--- config.mk ---
export PLATFORM = sky130hd
export DESIGN_NAME = move_gen_ctrl
export DESIGN_NICKNAME = d
export VERILOG_FILES = /design/src/rtl/chess_pkg.sv /design/src/rtl/rr_arbiter.sv /design/src/rtl/move_gen_ctrl.sv
export SDC_FILE = /design/constraint.sdc
export NUM_CORES = 1
export LEC_CHECK = 0
export BUFFER_PORTS_ARGS = -buffer_cell sky130_fd_sc_hd__buf_4
export CAP_MARGIN = 0
export CORE_MARGIN = 5
export CORE_UTILIZATION = 45
export DETAILED_ROUTE_END_ITERATION = 16
export HOLD_SLACK_MARGIN = 0.1
export PLACE_DENSITY = 0.82
export SYNTH_ARGS = -nofsm -noshare
export SYNTH_HDL_FRONTEND = slang
export SYNTH_SLANG_ARGS = --single-unit
--- constraint.sdc ---
create_clock -name clk -period 3.9 [get_ports clk]
set_clock_uncertainty 0.1 [all_clocks]
set_input_delay 0.39 -clock clk [delete_from_list [all_inputs] [get_ports clk]]
set_output_delay 0.39 -clock clk [all_outputs]
set_load 0.01 [all_outputs]
--- src/rtl/chess_pkg.sv ---
// Shared definitions for the move generator: piece/colour codes, move-word
// layout and the sequencer state encoding.
package chess_pkg;

  localparam int MOVE_W    = 15;
  localparam int FIELD_W   = 3;
  localparam int PIECE_LSB = 0;
  localparam int DST_Y_LSB = 3;
  localparam int DST_X_LSB = 6;
  localparam int SRC_Y_LSB = 9;
  localparam int SRC_X_LSB = 12;

  typedef logic [MOVE_W-1:0] move_t;

  typedef enum logic [2:0] {
    EMPTY   = 3'd0,
    PAWN    = 3'd1,
    KNIGHT  = 3'd2,
    BISHOP  = 3'd3,
    ROOK    = 3'd4,
    QUEEN   = 3'd5,
    KING    = 3'd6,
    NOTUSED = 3'd7
  } piece_e;

  typedef enum logic {
    WHITE = 1'b0,
    BLACK = 1'b1
  } color_e;

  typedef enum logic [2:0] {
    ST_IDLE  = 3'd0,
    ST_LOAD  = 3'd1,
    ST_PROP  = 3'd2,
    ST_DRAIN = 3'd3,
    ST_FIN   = 3'd4
  } state_e;

  function automatic piece_e move_piece(input move_t m);
    return piece_e'(m[PIECE_LSB +: FIELD_W]);
  endfunction

endpackage

--- src/rtl/rr_arbiter.sv ---
// Round-robin arbiter over the column FIFOs; search starts at the pointer and
// the pointer moves just past each granted column.
module rr_arbiter #(
  parameter int NCOL = 8
) (
  input  logic                     clk,
  input  logic                     rst_n,
  input  logic                     clr,
  input  logic                     en,
  input  logic [NCOL-1:0]          req,
  output logic [NCOL-1:0]          grant,
  output logic [$clog2(NCOL)-1:0]  grant_idx,
  output logic                     grant_vld
);

  localparam int PW = $clog2(NCOL);

  logic [PW-1:0] rr_ptr;
  logic          found;

  always_comb begin
    found     = 1'b0;
    grant_idx = '0;
    for (int k = 0; k < NCOL; k++) begin
      int idx;
      idx = int'(rr_ptr) + k;
      if (idx >= NCOL) idx = idx - NCOL;
      if (!found && req[idx]) begin
        found     = 1'b1;
        grant_idx = PW'(idx);
      end
    end
  end

  always_comb begin
    grant     = '0;
    grant_vld = en && found;
    if (grant_vld) grant[grant_idx] = 1'b1;
  end

  always_ff @(posedge clk or negedge rst_n) begin
    if (!rst_n) begin
      rr_ptr <= '0;
    end else if (clr) begin
      rr_ptr <= '0;
    end else if (grant_vld) begin
      if (int'(grant_idx) == NCOL - 1) rr_ptr <= '0;
      else                             rr_ptr <= grant_idx + PW'(1);
    end
  end

endmodule

--- src/rtl/move_gen_ctrl.sv ---
// Sweep sequencer: launches one propagation sweep, drains the column move
// FIFOs through a round-robin arbiter and stores the moves in the move-list RAM.
module move_gen_ctrl
  import chess_pkg::*;
#(
  parameter int NCOL        = 8,
  parameter int PROP_CYCLES = 7,
  parameter int ML_AW       = 8
) (
  input  logic                     clk,
  input  logic                     rst_n,
  input  logic                     start,
  output logic                     newboard,
  input  logic [NCOL-1:0]          col_valid,
  input  logic [NCOL*MOVE_W-1:0]   col_move,
  output logic [NCOL-1:0]          col_pop,
  output logic                     ml_wr_en,
  output logic [ML_AW-1:0]         ml_wr_addr,
  output logic [MOVE_W-1:0]        ml_wr_data,
  output logic [ML_AW:0]           move_count,
  output logic                     busy,
  output logic                     done,
  output logic                     overflow
);

  localparam int PW           = $clog2(NCOL);
  localparam int CW           = $clog2(PROP_CYCLES + 1);
  localparam int QUIET_CYCLES = 2;

  state_e         state;
  logic [CW-1:0]  prop_cnt;
  logic [1:0]     quiet_cnt;

  logic           arb_en;
  logic           sweep_clr;
  logic [PW-1:0]  grant_idx;
  logic           grant_vld;
  move_t          gnt_move;

  assign arb_en    = (state == ST_PROP) || (state == ST_DRAIN);
  assign sweep_clr = (state == ST_IDLE) && start;
  assign gnt_move  = col_move[int'(grant_idx)*MOVE_W +: MOVE_W];

  rr_arbiter #(
    .NCOL (NCOL)
  ) u_arb (
    .clk       (clk),
    .rst_n     (rst_n),
    .clr       (sweep_clr),
    .en        (arb_en),
    .req       (col_valid),
    .grant     (col_pop),
    .grant_idx (grant_idx),
    .grant_vld (grant_vld)
  );

  // Sequencer: newboard, busy and done are registered alongside the state.
  always_ff @(posedge clk or negedge rst_n) begin
    if (!rst_n) begin
      state     <= ST_IDLE;
      newboard  <= 1'b0;
      busy      <= 1'b0;
      done      <= 1'b0;
      prop_cnt  <= '0;
      quiet_cnt <= '0;
    end else begin
      case (state)
        ST_IDLE: begin
          if (start) begin
            state    <= ST_LOAD;
            newboard <= 1'b1;
            busy     <= 1'b1;
          end
        end
        ST_LOAD: begin
          newboard <= 1'b0;
          prop_cnt <= CW'(PROP_CYCLES - 1);
          state    <= ST_PROP;
        end
        ST_PROP: begin
          if (prop_cnt == '0) begin
            state     <= ST_DRAIN;
            quiet_cnt <= '0;
          end else begin
            prop_cnt <= prop_cnt - CW'(1);
          end
        end
        ST_DRAIN: begin
          // Two consecutive empty cycles cover the cells' FIFO write latency.
          if (col_valid != '0) begin
            quiet_cnt <= '0;
          end else if (int'(quiet_cnt) == QUIET_CYCLES - 1) begin
            state <= ST_FIN;
            done  <= 1'b1;
          end else begin
            quiet_cnt <= quiet_cnt + 2'd1;
          end
        end
        ST_FIN: begin
          done  <= 1'b0;
          busy  <= 1'b0;
          state <= ST_IDLE;
        end
        default: begin
          state    <= ST_IDLE;
          newboard <= 1'b0;
          busy     <= 1'b0;
          done     <= 1'b0;
        end
      endcase
    end
  end

  // Write stage: one cycle after a pop; moves beyond capacity are dropped.
  always_ff @(posedge clk or negedge rst_n) begin
    if (!rst_n) begin
      ml_wr_en   <= 1'b0;
      ml_wr_addr <= '0;
      ml_wr_data <= '0;
      move_count <= '0;
      overflow   <= 1'b0;
    end else begin
      ml_wr_en <= 1'b0;
      if (sweep_clr) begin
        move_count <= '0;
        overflow   <= 1'b0;
      end else if (grant_vld) begin
        if (!move_count[ML_AW]) begin
          ml_wr_en   <= 1'b1;
          ml_wr_addr <= move_count[ML_AW-1:0];
          ml_wr_data <= gnt_move;
          move_count <= move_count + (ML_AW+1)'(1);
        end else begin
          overflow <= 1'b1;
        end
      end
    end
  end

endmodule
== After elaboration in Yosys (flattened, before gate mapping) ==
Cells that the tools add are included.

* $add $sub $neg: 19
* Multipliers: 1
* Div/mod/pow operators: 0
* Magnitude comparators: 18
* Eq/ne operators: 13
* Shifts and indexed selects: 1
* Muxes and demuxes: 80
* Bitwise logic cells: 5
* Reduce and logical (&&, ||, !) cells: 37

{| class="wikitable"
|+ Operators by type and width
! cell !! count
|-
| 32-bit by 5-bit < comparator with 1-bit output (second input constant) || 8
|-
| 32-bit 2-to-1 mux || 8
|-
| 32-bit by 5-bit >= comparator with 1-bit output (second input constant) || 7
|-
| 32-bit by 5-bit subtractor with 32-bit output (second input constant) || 7
|-
| 120-bit by 8-bit indexed part select with 15-bit output || 1
|-
| 3-bit 2-to-1 mux || 16
|-
| 1-bit 2-to-1 mux || 34
|-
| 9-bit 2-to-1 mux || 3
|-
| 1-bit binary-select mux with 3-bit select || 8
|-
| 3-bit by 3-bit adder with 4-bit output (second input constant) || 4
|-
| 3-bit case mux with 4 select lines || 1
|-
| 1-bit logical AND || 10
|-
| 2-bit AND reduction || 5
|-
| 9-bit by 1-bit adder with 9-bit output (second input constant) || 1
|-
| 3-bit AND reduction || 3
|-
| 3-bit OR reduction || 3
|-
| 3-bit by 2-bit adder with 4-bit output (second input constant) || 2
|-
| 8-bit 2-to-1 mux || 1
|-
| 2-bit nonzero test || 4
|-
| 8-bit nonzero test || 1
|-
| 1-bit zero test || 7
|-
| 3-bit by 4-bit multiplier with 7-bit output (second input constant) || 1
|-
| 3-bit by 1-bit equality test with 1-bit output (second input constant) || 2
|-
| 3-bit by 2-bit equality test with 1-bit output (second input constant) || 2
|-
| 22 further kinds || 35
|}

* Register bits: 48
* Latch bits: 0
* Memory bits (writable): 0
* ROM bits: 0
* Input port bits: 131
* Memories: 0

== Longest topological paths before layout ==
* Depth after elaboration: 32
* Mapped depth: 16

== Cells and area by module ==
Synthesis repeated with hierarchy kept, for this count alone.

* Cell total of the unflattened synthesis: 427
* Area, all modules: 4,018.9 um2

{| class="wikitable"
|+ By module, submodules not included
! module !! instances !! cells each !! area each (um2) !! sequential area each (um2)
|-
| move_gen_ctrl || 1 || 312 || 2,900.3 || 1,126.1
|-
| rr_arbiter || 1 || 115 || 1,118.6 || 75.1
|}

== Least setup slack after synthesis ==
No wires, ideal clock.

* Kind: register to output
* Start point: register u_arb.rr_ptr[0]
* End point: output port col_pop[7]
* Arrival: 3,288 ps
* Slack: 122 ps
* Stages on the path, launching flop included: 16
* Path buffers: 4
* Path through: dfrtp_1 buf_6 inv_2 ha_1 buf_4 mux2i_1 mux4_2 nor3b_4 nand4_1 a21oi_1 o32a_2 nor2_4 buf_2 buf_4 nand2_1 nor2_1

* Longest elaborated chain between the ends: 32
* Elaborated cells between the ends (all ways): 92
* Those cells by class: 15 x add/sub; 10 x order compare; 51 x mux; 16 x reduce/logical

{| class="wikitable"
|+ Ends and longest elaborated chain
! item !! line !! RTL
|-
| start: declaration || rr_arbiter.sv:18 || <nowiki>logic [PW-1:0] rr_ptr;</nowiki>
|-
| start signal: assignment || rr_arbiter.sv:48 || <nowiki>else rr_ptr <= grant_idx + PW'(1);</nowiki>
|-
| parallel branches: the longest is 31 deep, another holds 32-bit by 5-bit subtractor with 32-bit output || n/a ||
|-
| 8-bit 2-to-1 mux (*) || rr_arbiter.sv:38 || <nowiki>if (grant_vld) grant[grant_idx] = 1'b1;</nowiki>
|-
| end: declaration || move_gen_ctrl.sv:16 || <nowiki>output logic [NCOL-1:0] col_pop,</nowiki>
|}

Every way passes the cells marked *. The select of a mux whose other input is x is not followed.

== Worst setup path in the final report ==
* Start point: register u_arb.rr_ptr[0]
* End point: output port col_pop[5]

Same word-level chain as after synthesis.

==> impl_results.html <==
<table>
<tr><th>Metric</th><th>Value</th></tr>
<tr><th colspan="2">Timing</th></tr>
<tr><td>Endpoints failing setup</td><td>0</td></tr>
<tr><td>Final count of hold timing violations</td><td>0</td></tr>
<tr><td>Slew Limit Fails</td><td>0</td></tr>
<tr><td>RSZ-0062 raised after global routing</td><td>true</td></tr>
<tr><td>Crit path setup slack, layout</td><td>0.0210 ns</td></tr>
<tr><td>Final critical-path share of the clock period</td><td>0.995</td></tr>
<tr><td>Fin Hold WS</td><td>0.208 ns</td></tr>
<tr><td>Aggregate negative setup slack</td><td>0 ns</td></tr>
<tr><td>Max Freq</td><td>0.258 GHz</td></tr>
<tr><td>Minimum clock period</td><td>3.88 ns</td></tr>
<tr><td>Transition at the pin with the smallest max-transition slack</td><td>0.633 ns</td></tr>
<tr><td>Worst slew margin relative to its limit</td><td>0.578</td></tr>
<tr><th colspan="2">Setup path</th></tr>
<tr><td>CP arrival</td><td>3.39 ns</td></tr>
<tr><td>Count of cells along the worst register-to-register path</td><td>13</td></tr>
<tr><td>Crit path max-delay cell type</td><td>sky130_fd_sc_hd__mux4_2</td></tr>
<tr><td>Kind of end point of the critical path</td><td>primary output</td></tr>
<tr><td>List of cells traversed by the critical path</td><td>inv_2, ha_4, mux4_2, mux2i_4, o221ai_1, a21boi_0, a211oi_2, o22a_2, or3_4, nor2_1, buf_4</td></tr>
<tr><td>Worst EP required</td><td>3.41 ns</td></tr>
<tr><td>Category of the critical setup timing path</td><td>reg2out</td></tr>
<tr><td>Crit-path max FO</td><td>6</td></tr>
<tr><td>Kind of launch point of the worst setup path</td><td>register</td></tr>
<tr><td>Maximum cell stage delay along the critical path</td><td>0.61 ns</td></tr>
<tr><th colspan="2">Clock network</th></tr>
<tr><td>CTS H-Tree Depth</td><td>2</td></tr>
<tr><td>Buffers from clock root to sink, at most</td><td>2</td></tr>
<tr><td>Root Buffer Master</td><td>sky130_fd_sc_hd__clkbuf_8</td></tr>
<tr><td>CTS clock-pin slew for the worst setup and hold paths</td><td>0.10 ns</td></tr>
<tr><td>TritonCTS clock tree</td><td>done</td></tr>
<tr><td>Number of sinks on the clock net</td><td>48</td></tr>
<tr><td>Insertion delay to the later sink of the worst-skew pair</td><td>0.30 ns</td></tr>
<tr><td>CTS Buf Count</td><td>5</td></tr>
<tr><th colspan="2">Finish</th></tr>
<tr><td># fillers</td><td>819</td></tr>
<tr><td>Final core area utilization</td><td>0.638</td></tr>
<tr><td>Area added between synthesis and finish</td><td>40.6%</td></tr>
<tr><td>Proportion of layout cells with a drive suffix above 1</td><td>0.495</td></tr>
<tr><td>Final layout net count</td><td>770</td></tr>
<tr><td>Most frequent cells in the layout</td><td>sky130_fd_sc_hd__buf_4 (193), sky130_fd_sc_hd__mux2i_1 (59), sky130_fd_sc_hd__nand2_1 (52), sky130_fd_sc_hd__dfrtp_1 (47), sky130_fd_sc_hd__mux2_2 (39)</td></tr>
<tr><td>Most common cell after layout, fill and taps aside</td><td>sky130_fd_sc_hd__buf_4</td></tr>
<tr><td>Diodes inserted</td><td>0</td></tr>
<tr><th colspan="2">Detailed routing</th></tr>
<tr><td>Met3 wire length</td><td>1130 µm</td></tr>
<tr><td>Overall routed net length</td><td>14,700 µm</td></tr>
<tr><td>Routed length on met2</td><td>7230 µm</td></tr>
<tr><td>Via-to-Cell Ratio</td><td>5.86</td></tr>
<tr><td>Drt drc</td><td>0</td></tr>
<tr><td>Number of search-and-repair iterations in the first detailed-routing pass</td><td>6</td></tr>
<tr><td>Vias post-DR</td><td>4,494</td></tr>
<tr><td>Length of routed wiring on met1</td><td>5860 µm</td></tr>
<tr><td>Uppermost routed layer</td><td>met4</td></tr>
<tr><td>Routed wire per std cell</td><td>19.1 µm</td></tr>
<tr><td>Antenna violation net count after detailed routing</td><td>0</td></tr>
<tr><td>DR iter-0 viols</td><td>333</td></tr>
<tr><th colspan="2">Worst hold path</th></tr>
<tr><td>Hold-critical path depth</td><td>2</td></tr>
<tr><td>Min-Delay Path Class</td><td>in2reg</td></tr>
<tr><th colspan="2">Global routing</th></tr>
<tr><td>Antenna violations before repair</td><td>0</td></tr>
<tr><td>Number of global-route vias before repair</td><td>4,368</td></tr>
<tr><td>Pin count of the biggest net entering global routing</td><td>61</td></tr>
<tr><td>Global-route wire length before repair</td><td>22,100 µm</td></tr>
<tr><td>Overall fraction of global-route tracks in use</td><td>0.233</td></tr>
<tr><td>Total congestion overflow</td><td>0</td></tr>
<tr><th colspan="2">Floorplan</th></tr>
<tr><td>Io pins</td><td>176</td></tr>
<tr><td>Width of the die</td><td>109 µm</td></tr>
<tr><td>Floorplan row count</td><td>36</td></tr>
<tr><td>Placeable core area</td><td>0.00964 mm²</td></tr>
<tr><td>Die Area</td><td>0.0118 mm²</td></tr>
<tr><td>Effective utilization at floorplan</td><td>0.454</td></tr>
<tr><td>Overall die height</td><td>109 µm</td></tr>
<tr><th colspan="2">Placed design</th></tr>
<tr><td>IO Port Bufs</td><td>175</td></tr>
<tr><td>Placement-stage worst setup slack</td><td>0.0382 ns</td></tr>
<tr><td>Routability congestion estimate from global placement</td><td>0.963</td></tr>
<tr><td>Half-perimeter wire length after detailed placement</td><td>11,400 µm</td></tr>
<tr><th colspan="2">Status</th></tr>
<tr><td>Outcome</td><td>complete, no violations</td></tr>
<tr><th colspan="2">Synthesis</th></tr>
<tr><td>Sequential fraction of the synthesis area</td><td>0.275</td></tr>
<tr><td>Post-Synthesis Cell Area</td><td>0.00437 mm²</td></tr>
<tr><td>EDFF count, synth</td><td>0</td></tr>
<tr><td>Count of unique library cells instantiated by Yosys</td><td>64</td></tr>
<tr><td>#FFs+latches synth</td><td>48</td></tr>
<tr><td>Mean cell area of the mapped netlist</td><td>9.55 µm²</td></tr>
<tr><td>Synthesized instance count</td><td>458</td></tr>
<tr><td>Yosys warning total</td><td>0</td></tr>
<tr><td>Most used flip-flop cell after synthesis</td><td>sky130_fd_sc_hd__dfrtp_1</td></tr>
<tr><td>Total nets after synthesis</td><td>595</td></tr>
<tr><td>Share of synthesized registers carrying an async set or reset</td><td>1.00</td></tr>
<tr><th colspan="2">Flow run</th></tr>
<tr><td>Number of max-cap violations</td><td>0</td></tr>
<tr><th colspan="2">Power</th></tr>
<tr><td>Lkg Pwr</td><td>2.87 nW</td></tr>
<tr><td>Maximum vdd drop</td><td>0.908 mV</td></tr>
<tr><td>Pwr dens</td><td>1190 mW/mm²</td></tr>
<tr><td>Total power after layout</td><td>7.29 mW</td></tr>
</table>
## path summary, 6_finish.rpt
path                                                   from                           to  slack [ns]
worst min-delay path                                  start         overflow$_DFFE_PN0P_        0.21
worst max register to register  u_arb.rr_ptr[1]$_DFFE_PN0P_    ml_wr_data[7]$_DFFE_PN0P_        0.18
worst max-delay path            u_arb.rr_ptr[0]$_DFFE_PN0P_                   col_pop[5]        0.02
min in group asynchronous                             rst_n    ml_wr_addr[1]$_DFFE_PN0P_        0.55
worst min register to register    ml_wr_addr[6]$_DFFE_PN0P_    ml_wr_addr[6]$_DFFE_PN0P_        0.40
max in group asynchronous                             rst_n  u_arb.rr_ptr[2]$_DFFE_PN0P_        2.71
## where the power goes
group	internal, mW	switching (mW)
Clock	0.198	0.183
Sequential	0.712	0.154
Combinational	2.94	3.10
Total	3.85	3.44
## logic make-up after synthesis
family	after synthesis	synth area share
AOI/OAI and AO/OA	98	0.169
xor gates and xnor gates	4	0.00802
adders and majority gates	6	0.0172
buffers and inverters	39	0.0581
DFF	48	0.275
muxes	116	0.312
and+or+nand+nor	147	0.161
## stage by stage
step | std cells | area, µm²
after floorplan | 458 | 4370
after global placement | 753 | 5810
after detailed placement | 753 | 5810
after CTS | 763 | 5990
after global routing | 767 | 6150
final | 767 | 6150
## final cells by class
cell class | count | area (µm²) | area share
Tap cell | 133 | 166 | 0.0271
Sequential cell | 48 | 1200 | 0.196
Inverter | 9 | 33.8 | 0.00550
Multi-Input combinational cell | 371 | 3100 | 0.504
Clock inverter | 3 | 50.0 | 0.00814
Timing Repair Buffer | 198 | 1530 | 0.249
Clock buffer | 5 | 68.8 | 0.0112
## registers in the layout, summed over array words and instances, names as in the netlist
signal and flops:
quiet_cnt 2, ml_wr_addr 8, done 1, newboard 1, ml_wr_data 15, ml_wr_en 1
move_count 9, u_arb.rr_ptr 3, overflow 1, state 3, prop_cnt 3, busy 1
## cell usage after synthesis (2+ instances only)
cell                        n  area (µm²)
sky130_fd_sc_hd__mux2i_1   64         641
sky130_fd_sc_hd__nand2_1   54         203
sky130_fd_sc_hd__dfrtp_1   48        1200
sky130_fd_sc_hd__mux2_2    39         439
sky130_fd_sc_hd__nor2_1    27         101
sky130_fd_sc_hd__nand3_1   26         130
sky130_fd_sc_hd__o21ai_0   22         110
sky130_fd_sc_hd__o211ai_1  17         128
sky130_fd_sc_hd__o211ai_2  14         175
sky130_fd_sc_hd__a21oi_1   13        65.1
sky130_fd_sc_hd__mux4_2    11         248
sky130_fd_sc_hd__buf_2      8        40.0
sky130_fd_sc_hd__clkbuf_1   8        30.0
sky130_fd_sc_hd__buf_4      6        45.0
sky130_fd_sc_hd__ha_1       6        75.1
sky130_fd_sc_hd__inv_1      6        22.5
sky130_fd_sc_hd__nor3_1     6        30.0
sky130_fd_sc_hd__and3_1     5        31.3
sky130_fd_sc_hd__nand2b_1   5        31.3
sky130_fd_sc_hd__buf_6      4        45.0
sky130_fd_sc_hd__buf_8      4        60.1
sky130_fd_sc_hd__nand4_1    4        25.0
sky130_fd_sc_hd__a31oi_1    3        18.8
sky130_fd_sc_hd__inv_2      3        11.3
sky130_fd_sc_hd__o31ai_1    3        22.5
sky130_fd_sc_hd__or2_2      3        18.8
sky130_fd_sc_hd__a211oi_1   2        15.0
sky130_fd_sc_hd__a221o_1    2        20.0
sky130_fd_sc_hd__a22oi_1    2        15.0
sky130_fd_sc_hd__a32oi_1    2        17.5
sky130_fd_sc_hd__and2_1     2        12.5
sky130_fd_sc_hd__nor3b_1    2        15.0
sky130_fd_sc_hd__nor4_1     2        12.5
sky130_fd_sc_hd__o221ai_1   2        17.5
sky130_fd_sc_hd__o22ai_1    2        12.5
sky130_fd_sc_hd__xnor2_1    2        17.5
sky130_fd_sc_hd__xor2_1     2        17.5
## routing by layer
layer,vias up,track usage
met4,0,0.0748
met2,212,0.380
met1,2170,0.312
met5,-,0
met3,41,0.0418
li1,2071,-
## critical path: cells and delay by family, from the launching register on
family,cells,cell delay [ns]
AO/OA/AOI/OAI,4,0.84
adder cells (fa/ha/maj),1,0.31
buffers and inverters,2,0.19
flip-flops,1,0.38
multiplexers,2,0.83
AND/OR/NAND/NOR,2,0.53
## repair_timing
item                                    CTS  global route
endpoints found under the setup margin    8            11
setup buffers                             1             4
pin swaps                                 1             7
endpoints found under the hold margin    48             0
hold buffers                              1             0
resized for setup                        11            28
Note: power is estimated with default switching activity, not from simulation.
